`config.mk`:
```
export PLATFORM = sky130hd
export DESIGN_NAME = ky32_stream_mux
export DESIGN_NICKNAME = d
export VERILOG_FILES = /design/src/rtl/ky32_stream_mux.sv
export SDC_FILE = /design/constraint.sdc
export NUM_CORES = 1
export LEC_CHECK = 0
export BUFFER_PORTS_ARGS = -buffer_cell sky130_fd_sc_hd__buf_2
export CAP_MARGIN = 20
export CORE_ASPECT_RATIO = 0.75
export CORE_MARGIN = 2
export CORE_UTILIZATION = 43
export CTS_CLUSTER_DIAMETER = 200
export DETAILED_ROUTE_END_ITERATION = 10
export GPL_TIMING_DRIVEN = 0
export PLACE_DENSITY = 0.87
export SYNTH_ARGS = -nofsm -noshare
export SYNTH_HDL_FRONTEND = slang
export SYNTH_SLANG_ARGS = --single-unit
```
`constraint.sdc`:
```
create_clock -name clk -period 2.3 [get_ports clk]
set_input_delay 0 -clock clk [delete_from_list [all_inputs] [get_ports clk]]
set_output_delay 0 -clock clk [all_outputs]
set_load 0.03 [all_outputs]
```
`src/rtl/ky32_stream_mux.sv`:
```
// N-channel valid/ready stream mux with a packet-locked grant and one registered output stage.
// Define KY32_MUX_RR_EN for round-robin arbitration; otherwise the lowest asserted index wins.
module ky32_stream_mux #(
    parameter int WIDTH    = 32,
    parameter int CHANNELS = 4,
    localparam int SEL_W   = (CHANNELS > 1) ? $clog2(CHANNELS) : 1
) (
    input  logic                      clk,
    input  logic                      rst_n,
    input  logic [CHANNELS-1:0]       in_valid,
    input  logic [CHANNELS*WIDTH-1:0] in_data,
    input  logic [CHANNELS-1:0]       in_last,
    output logic [CHANNELS-1:0]       in_ready,
    input  logic                      sel_mode,
    input  logic [SEL_W-1:0]          sel,
    output logic                      out_valid,
    output logic [WIDTH-1:0]          out_data,
    output logic                      out_last,
    output logic [SEL_W-1:0]          out_chan,
    input  logic                      out_ready
);

    typedef enum logic {
        IDLE   = 1'b0,
        LOCKED = 1'b1
    } state_t;

    state_t             state_q, state_d;
    logic [SEL_W-1:0]   grant_q, grant_d;
    logic               cand_valid;
    logic [SEL_W-1:0]   cand_idx;
    logic               sel_ok;
    logic [SEL_W-1:0]   sel_idx;
    logic               grant_valid;
    logic [SEL_W-1:0]   grant_idx;
    logic               load;
    logic               active;
    logic               xfer;
    logic               beat_last;
    logic [WIDTH-1:0]   beat_data;

`ifdef KY32_MUX_RR_EN
    logic [SEL_W-1:0]   rr_ptr_q;

    // Search starts at the pointer and wraps, so the channel after the last packet's owner is favoured.
    always_comb begin : arb_rr
        int idx;
        // NOTE: every always_comb output gets a default first so no path leaves it unassigned (no latch).
        idx        = 0;
        cand_valid = 1'b0;
        cand_idx   = '0;
        for (int k = 0; k < CHANNELS; k++) begin
            idx = int'(rr_ptr_q) + k;
            if (idx >= CHANNELS) idx = idx - CHANNELS;
            if (!cand_valid && in_valid[idx]) begin
                cand_valid = 1'b1;
                cand_idx   = SEL_W'(idx);
            end
        end
    end
`else
    always_comb begin : arb_fixed
        // NOTE: every always_comb output gets a default first so no path leaves it unassigned (no latch).
        cand_valid = 1'b0;
        cand_idx   = '0;
        for (int i = 0; i < CHANNELS; i++) begin
            if (!cand_valid && in_valid[i]) begin
                cand_valid = 1'b1;
                cand_idx   = SEL_W'(i);
            end
        end
    end
`endif

    // A single channel ignores sel entirely; otherwise indices past the last channel grant nothing.
    assign sel_ok  = (CHANNELS == 1) || (int'(sel) < CHANNELS);
    assign sel_idx = (CHANNELS == 1) ? '0 : sel;

    always_comb begin
        grant_valid = 1'b0;
        grant_idx   = '0;
        if (state_q == LOCKED) begin
            grant_valid = 1'b1;
            grant_idx   = grant_q;
        end else if (sel_mode) begin
            grant_valid = sel_ok;
            grant_idx   = sel_ok ? sel_idx : '0;
        end else begin
            grant_valid = cand_valid;
            grant_idx   = cand_idx;
        end
    end

    assign load      = !out_valid || out_ready;
    assign active    = rst_n && grant_valid && load;
    assign xfer      = active && in_valid[grant_idx];
    assign beat_last = in_last[grant_idx];
    assign beat_data = in_data[int'(grant_idx)*WIDTH +: WIDTH];

    always_comb begin
        in_ready = '0;
        for (int i = 0; i < CHANNELS; i++) begin
            in_ready[i] = active && (grant_idx == SEL_W'(i));
        end
    end

    always_comb begin
        state_d = state_q;
        grant_d = grant_q;
        if (xfer) begin
            if (beat_last) begin
                state_d = IDLE;
            end else begin
                state_d = LOCKED;
                grant_d = grant_idx;
            end
        end
    end

    // NOTE: sequential state uses non-blocking assignments so every register samples pre-edge values.
    always_ff @(posedge clk or negedge rst_n) begin
        if (!rst_n) begin
            state_q <= IDLE;
            grant_q <= '0;
        end else begin
            state_q <= state_d;
            grant_q <= grant_d;
        end
    end

    // Payload registers are reset as well so the output port reads as zero after reset.
    always_ff @(posedge clk or negedge rst_n) begin
        if (!rst_n) begin
            out_valid <= 1'b0;
            out_data  <= '0;
            out_last  <= 1'b0;
            out_chan  <= '0;
        end else if (xfer) begin
            out_valid <= 1'b1;
            out_data  <= beat_data;
            out_last  <= beat_last;
            out_chan  <= grant_idx;
        end else if (out_ready) begin
            out_valid <= 1'b0;
        end
    end

`ifdef KY32_MUX_RR_EN
    always_ff @(posedge clk or negedge rst_n) begin
        if (!rst_n) begin
            rr_ptr_q <= '0;
        end else if (xfer && beat_last) begin
            rr_ptr_q <= (int'(grant_idx) == CHANNELS - 1) ? '0 : grant_idx + SEL_W'(1);
        end
    end
`endif

endmodule

```
-- Yosys cells after proc, flatten, opt, wreduce, memory -nomap -nowiden
Cells that the tools add are included.
- register bits after elaboration: 39
- output and inout port bits: 40
- word-level logic and storage cells: 48
- magnitude comparators: 1
- equality and inequality tests: 3
- shifts and indexed selects: 1
- mux-type cells: 18
- bitwise operators: 1
- reduce and logical (&&, ||, !) cells: 18
- operator list (kind ; count):
    128-bit by 8-bit indexed part select with 32-bit output ; 1
    1-bit 2-to-1 mux ; 12
    1-bit logical AND ; 10
    2-bit 2-to-1 mux ; 4
    1-bit binary-select mux with 2-bit select ; 2
    2-bit equality test (second input constant) ; 2
    1-bit zero test ; 4
    2-bit by 3-bit less-than comparator with 1-bit output (second input constant) ; 1
    2-bit by 1-bit equality test with 1-bit output (second input constant) ; 1
    2-bit zero test ; 1
    2-bit AND reduction ; 1
    2-bit nonzero test ; 1
    1-bit logical OR ; 1
    1-bit inverter ; 1

-- Longest topological paths before layout
Gate-level depths: netlist of the first run.
- word-level depth: 16
- mapped depth: 9

-- Worst setup path after synthesis of the first run
Ideal clock, no wire load.
- path type: register to register
- start point: reg state_q
- end point: reg out_chan[1]
- library setup time: 128 ps
- arrival time: 2016 ps
- slack: 157 ps
- cell stages (with the launch flop): 7
- buffers on the path: 1
- clock period less this slack: 2143 ps
- path through: dfrtp_1 or4_4 o311ai_2 nor3_1 a22oi_2 buf_2 mux2_1
- word-level cells in the longest chain between the ends: 4
- ends and longest elaborated chain (item ; RTL line ; RTL):
    start, declared ; 28 ; state_t state_q, state_d;
    start signal, assigned ; 126 ; state_q <= state_d;
    2-bit 2-to-1 mux or 1-bit 2-to-1 mux (tied branches) ; 82 ; if (state_q == LOCKED) begin
    1-bit binary-select mux with 2-bit select or 1-bit logical AND (tied branches) ; 96, 95 ;
    1-bit 2-to-1 mux (not written as such) or 1-bit logical AND (tied branches) ; 96, 95 ;
    1-bit logical AND ; 96 ; assign xfer = active && in_valid[grant_idx];
    end signal, assigned ; 142 ; out_chan <= grant_idx;
    end, declared ; 19 ; output logic [SEL_W-1:0] out_chan,
Several ways; a longest one is shown, not always the timed one. The select of a mux whose other input is x is not followed.
A chain may end at the register's enable or synchronous reset.

-- Worst setup path after layout of the first run
- start point: reg state_q
- end point: reg grant_q[0]
- word-level cells in the longest chain between the ends: 5
- ends and longest elaborated chain (item ; RTL line ; RTL):
    2-bit 2-to-1 mux or 1-bit 2-to-1 mux (tied branches) ; 82 ;
    1-bit binary-select mux with 2-bit select, or another cell as far along ; 96 ;
    1-bit 2-to-1 mux (not written as such), or another cell as far along ; 96 ;
    1-bit logical AND or 1-bit inverter (tied branches) ; -- ;
    2-bit AND reduction (no source line) ; -- ;
    end signal, assigned ; 127 ; grant_q <= grant_d;
    end, declared ; 29 ; logic [SEL_W-1:0] grant_q, grant_d;
Several ways; a longest one is shown, not always the timed one. The select of a mux whose other input is x is not followed.

==> results of run 1 <==
==> per-layer routing <==
| metal | wire, µm | vias up | track usage | part of all wire |
|---|---|---|---|---|
| met2 | 4064 | 124 | 0.4128 | 0.52 |
| li1 | - | 1397 | - | - |
| met1 | 3097 | 1272 | 0.2401 | 0.40 |
| met5 | 0 | - | 0 | 0 |
| met4 | 87 | 0 | 0.04069 | 0.011 |
| met3 | 574 | 8 | 0.03692 | 0.073 |
==> cell type report <==
| type | count | area, µm² |
|---|---|---|
| clock buffers | 6 | 72.57 |
| inverters | 1 | 3.754 |
| repair buffers | 187 | 968.4 |
| flip-flops and latches | 39 | 975.9 |
| clock inverters | 2 | 12.51 |
| plain buffers | 19 | 118.9 |
| fillers | 546 | 2280 |
| multi-input cells | 222 | 1723 |
| well taps | 81 | 101.3 |
==> flip-flops by register name, indices dropped and copies added (netlist names) <==
name and count:
out_chan 2, grant_q 2, out_last 1, state_q 1, out_data 32, out_valid 1
==> layout by cell type (no fill, tap or decap), types with 2 or more instances in the layout <==
master / count
buf_2: 190
mux2_2: 32
dfrtp_1: 39
o21ai_0: 32
nor3b_1: 2
o21ai_1: 3
clkbuf_8: 5
nand2b_1: 3
nor2b_1: 2
clkbuf_1: 2
buf_4: 7
nand2_1: 45
a21oi_2: 2
clkbuf_4: 2
mux2i_1: 66
nand3b_1: 2
a21oi_1: 4
nor2_1: 4
nor3_1: 4
or4_4: 2
==> worst min path at each step <==
stage                     startpoint           to  slack [ns]  depth (start not counted)
final                     in_last[3]   grant_q[1]        0.06                          4
after floorplan                rst_n   grant_q[0]       -0.30                          0
after CTS                 in_last[3]   grant_q[1]        0.06                          4
after global routing      in_last[3]   grant_q[1]        0.07                          4
after global placement         rst_n  out_chan[0]        0.17                          1
after detailed placement       rst_n    out_valid        0.19                          1
==> stage by stage <==
step                      hold WS (ns)  instance area [µm²]
after global routing           0.07454                 3976
after detailed placement        0.1860                 3767
final                          0.05992                 3976
after floorplan                -0.2956                 2760
after global placement          0.1717                 3767
after CTS                      0.05815                 3936
==> worst min-delay path: stages <==
cell	delay, ns
buf_2	0.09
nand2_1	0.04
nand4b_1	0.08
nand3_1	0.08
==> cells by family (layout without fill, tap and decap cells) <==
kind of cell	Yosys count	in the layout	share of synthesized area
simple gates	69	69	0.1151
flops	39	39	0.3536
mux	100	100	0.3794
buf+inv	20	215	0.03445
compound gates	53	53	0.1174
==> power breakdown <==
| part | switching, µW | internal, µW | total, µW |
|---|---|---|---|
| combinational | 1940 | 1430 | 3380 |
| sequential | 182 | 1020 | 1200 |
| clock | 239 | 212 | 451 |
==> repair_timing <==
action / CTS / global route
endpoints found under the hold margin: 39 / 0
pin swaps: 1 / 2
hold buffers: 2 / 0
endpoints found under the setup margin: 31 / 28
gates resized for setup: 10 / 8
gates cloned: 0 / 0
buffers inserted: 2 / 2
==> flow_metrics.env, run 1 <==
export IMPL_power_density_nw_per_um2=1265
export IMPL_rows=25
export IMPL_layoutNonFillerInstCount=557
export IMPL_dp_cells=543
export IMPL_gp_congestion=0.7973
export IMPL_root_buffer="clkbuf_8"
export IMPL_synth_top_area_frac=0.3536
export IMPL_clk_pin_slew_ns=0.07
export IMPL_synth_area_leaders="dfrtp_1, mux2i_1, mux2_2, nand2_1, o21ai_0"
export IMPL_antenna_found_initial=0
export IMPL_totalWireLength_um=7824
export IMPL_yosys_top_cells_count="mux2i_1, nand2_1, dfrtp_1"
export IMPL_crit_end="grant_q[0]"
export IMPL_reg2reg_to="grant_q[0]"
export IMPL_r2r_slack_ns=0.03
export IMPL_setup_viol=0
export IMPL_drv_cap=0
export IMPL_synth_async_reset_ratio=1.000
export IMPL_pre_cts_ws_ns=-0.2978
export IMPL_fp_dieW_um=96.51
export IMPL_ir_worst_vdd_mv=0.6927
export IMPL_hpwl_um=6185
export IMPL_post_drt_wl_per_cell_um=14.05
export IMPL_crit_cells=5
export IMPL_cts_num_sinks=39
export IMPL_cp_start_kind="flop"
export IMPL_grt_max_degree=40
export IMPL_diodes=0
export IMPL_finalCriticalPeriod_ns=2.273
export IMPL_ys_flop_type="dfrtp_1"
export IMPL_core_area_um2=6256
export IMPL_finalCritPeriodShare=0.9883
export IMPL_hold_viol_final=0
export IMPL_arrival_ns=2.44
export IMPL_gr_total_overflow=0
export IMPL_area_growth_pct=44.06
export IMPL_floorplan_die_area_um2=7082
export IMPL_final_util=0.6356
export IMPL_path_max_fanout=6
export IMPL_portBuffers=181
export IMPL_cp_top_family="simple AND/OR/NAND/NOR gates"
export IMPL_fmax_mhz=439.9
export IMPL_setup_slack_ns=0.02695
export IMPL_startpoint="state_q"
export IMPL_worstHoldPathType="in -> reg"
export IMPL_netlist_area_um2=2760
export IMPL_cp_end_kind="flop"
export IMPL_path_class="reg -> reg"
export IMPL_crit_chain="or4_4, o211ai_4, o32ai_1, or4_4, mux2_4"
export IMPL_status="completed"
export IMPL_synth_cell_types=35
export IMPL_start_util=0.4412
export IMPL_crit_top_cell="or4_4"
export IMPL_ys_seq_area_frac=0.3536
export IMPL_htreeDepth=2
export IMPL_syn_inst=281
export IMPL_worst_slew_pin_slew_ns=0.5012
export IMPL_rsz0062_at_grt="true"
export IMPL_dr_pass1_iters=4
export IMPL_grt_pass1_wl_um=11690
export IMPL_synth_nets=423
export IMPL_reg2reg_from="state_q"
export IMPL_finalNetCount=617
export IMPL_vias=2801
export IMPL_synth_edf_count=0
export IMPL_io_pins=182
export IMPL_via_per_inst=5.029
export IMPL_finClkSkew_ns=0.01214
export IMPL_cts_made_buffers=5
export IMPL_r2r_cells=5
export IMPL_relSlewSlack=0.6659
export IMPL_drc=0
export IMPL_die_h_um=73.39
export IMPL_yosysMostFrequentCell="mux2i_1"
export IMPL_cpMaxStageDelayCell="or4_4"
export IMPL_clk_path_buf_depth=2
export IMPL_drtIter0Drc=58
export IMPL_cts_tree="built"
export IMPL_grt_pass1_vias=2720
export IMPL_p_leak_uw=0.002256
export IMPL_critical_path_buf_inv_count=0
export IMPL_avgSynthCellArea_um2=9.823
export IMPL_drive_gt1_frac=0.5294
export IMPL_synth_seq_cells=39
export IMPL_cp_slowest_stage_delay_ns=0.56
export IMPL_synth_top_area_cell="dfrtp_1"
export IMPL_slew_viol_final=0
export IMPL_drt_antenna_violating_nets=0
export IMPL_cp_required_ns=2.46
export IMPL_clk_latency_ns=0.29
export IMPL_gr_usage_all_layers=0.2110
export IMPL_totalNegativeSetupSlack_ns=0
export IMPL_yosysWarnings=0
export IMPL_total_power_uw=5031
No activity file was read; power rests on OpenSTA's default activity.
==> run 2, diff against run 1 <==
Settings changed: CORE_UTILIZATION 43 to 45, PLACE_DENSITY 0.87 to 0.9.
Clock period 2.3 ns to 2.65 ns, I/O delays scaled along.
==> run 2 against run 1 <==
Compared with the run above: utilization is 2.8 points higher; global-route usage up 2.8 points; critical path depth up 1; largest cell class unchanged; critical endpoint is now out_chan[1]; worst hold slack got worse by 0.017 ns; clock-buffer cell count stayed put; sequential share of layout area is 0.59 points higher; design area fell by 2.3%; clock power shrank 10%.
==> flow_metrics.env, run 2 (synthesized netlist as in run 1, its figures left out) <==
export IMPL_status="completed"
export IMPL_core_area_um2=5856
export IMPL_die_h_um=71.83
export IMPL_design_area_um2=3884
export IMPL_drtIter0Drc=47
export IMPL_totalNegativeSetupSlack_ns=0
export IMPL_p_sw_frac=0.4767
export IMPL_pwr_share_clk=0.094
export IMPL_gr_usage_all_layers=0.2389
export IMPL_rows=24
export IMPL_finalNetCount=613
export IMPL_cts_made_buffers=5
export IMPL_layout_cells_most_common="buf_2"
export IMPL_arrival_ns=2.67
export IMPL_switchingPower_uw=2043
export IMPL_hpwl_um=6308
export IMPL_io_pins=182
export IMPL_drv_cap=0
export IMPL_fp_dieW_um=94.44
export IMPL_regMostFlops="out_data"
export IMPL_drc=0
export IMPL_antenna_found_initial=0
export IMPL_gp_congestion=0.7728
export IMPL_diodes=0
export IMPL_grt_pass1_vias=2823
export IMPL_fill_cells=514
export IMPL_dr_pass1_iters=4
export IMPL_root_buffer="clkbuf_8"
export IMPL_htreeDepth=2
export IMPL_start_util=0.4714
export IMPL_p_leak_uw=0.002223
export IMPL_cts_num_sinks=39
export IMPL_cts_tree="built"
export IMPL_clk_latency_ns=0.28
export IMPL_path_class="reg -> reg"
export IMPL_vias=2818
export IMPL_drive_gt1_frac=0.5202
export IMPL_p_seq_frac=0.244
export IMPL_grt_max_degree=40
export IMPL_reg_top3="out_data: 32 flops, grant_q: 2 flops, out_chan: 2 flops"
export IMPL_largest_register_ffs=32
export IMPL_worst_slew_pin_slew_ns=0.5676
export IMPL_portBuffers=181
export IMPL_setup_viol=0
export IMPL_clk_pin_slew_ns=0.07
export IMPL_power_density_nw_per_um2=1103
export IMPL_slew_viol_final=0
export IMPL_p_int_uw=2243
export IMPL_clk_path_buf_depth=2
export IMPL_ir_worst_vdd_mv=0.5401
export IMPL_cp_start_kind="flop"
export IMPL_finalCritPeriodShare=0.9458
export IMPL_worstHoldPathType="in -> reg"
export IMPL_pwr_share_comb=0.662
export IMPL_cp_end_kind="flop"
export IMPL_post_cts_buffers=0
export IMPL_cp_required_ns=2.81
export IMPL_whs_ns=0.04266
export IMPL_via_per_inst=5.133
export IMPL_fmax_mhz=399.0
export IMPL_grt_pass1_wl_um=12770
export IMPL_floorplan_die_area_um2=6783
export IMPL_placed_area_um2=3764
export IMPL_post_drt_wl_per_cell_um=14.89
export IMPL_final_cell_mix="buf_2, mux2i_1, nand2_1"
export IMPL_path_max_fanout=10
export IMPL_finalCriticalPeriod_ns=2.506
export IMPL_drt_antenna_violating_nets=0
export IMPL_totalWireLength_um=8172
export IMPL_area_growth_pct=40.71
export IMPL_gr_total_overflow=0
export IMPL_rsz0062_at_grt="false"
export IMPL_finClkSkew_ns=0.006442
export IMPL_hold_viol_final=0
export IMPL_relSlewSlack=0.6216
run 2: metrics by stage:
| step | utilization | power, µW | setup slack [ns] | cells |
|---|---|---|---|---|
| global route | 0.6632 | 4586 | 0.002868 | 549 |
| CTS | 0.6628 | 4308 | 0.1641 | 549 |
| detailed placement | 0.6427 | 3894 | 0.06257 | 540 |
| global placement | 0.6427 | 3800 | 0.09091 | 540 |
| floorplan | - | 3117 | 0.5066 | 281 |
| finish | 0.6632 | 4286 | 0.1436 | 549 |
run 2: critical path, stage by stage, from the launching register on:
cell,delay (ns)
dfrtp_1,0.40
or4_4,0.45
o311ai_2,0.39
nor3_1,0.11
a22oi_2,0.39
buf_2,0.30
mux2_1,0.35
run 2: what timing repair did:
item	4_1_cts	5_1_grt
setup endpoints to repair	0	4
resized for setup	0	1
hold buffers	2	0
endpoints found under the hold margin	39	0
run 2: area by class of cell:
class | count | area [µm²] | share of cell area
Buffer | 19 | 91.34 | 0.02352
Clock buffer | 6 | 82.58 | 0.02126
Clock inverter | 1 | 5.005 | 0.001289
Inverter | 1 | 3.754 | 0.0009665
Multi-Input combinational cell | 222 | 1692 | 0.4356
Sequential cell | 39 | 975.9 | 0.2513
Tap cell | 78 | 97.59 | 0.02513
Timing Repair Buffer | 183 | 935.9 | 0.2410
run 2: worst paths after layout:
check | from | to | slack [ns] | cells after the start
setup / recovery | state_q | out_chan[1] | 0.14 | 6
hold / removal | out_ready | out_valid | 0.04 | 3
setup reg to reg | state_q | out_chan[1] | 0.14 | 6
hold reg to reg | out_data[28] | out_data[28] | 0.48 | 2
max in group asynchronous | rst_n | out_data[24] | 2.11 | 3
min in group asynchronous | rst_n | out_data[6] | 0.34 | 3
run 2: routing by layer:
layer / up-vias / share of wire / track usage
met5: - / 0 / 0
met1: 1306 / 0.42 / 0.2945
met3: 6 / 0.068 / 0.04627
met2: 112 / 0.50 / 0.4349
li1: 1394 / - / -
met4: 0 / 0.0072 / 0.05314
run 2: power by group through the flow:
stage | Clock [µW] | Combinational [µW] | Sequential [µW]
final | 404 | 2840 | 1040
after CTS | 412 | 2850 | 1040
after global placement | 0 | 2770 | 1030
after global routing | 435 | 3080 | 1070
after detailed placement | 0 | 2850 | 1050
after floorplan | 0 | 1560 | 1560
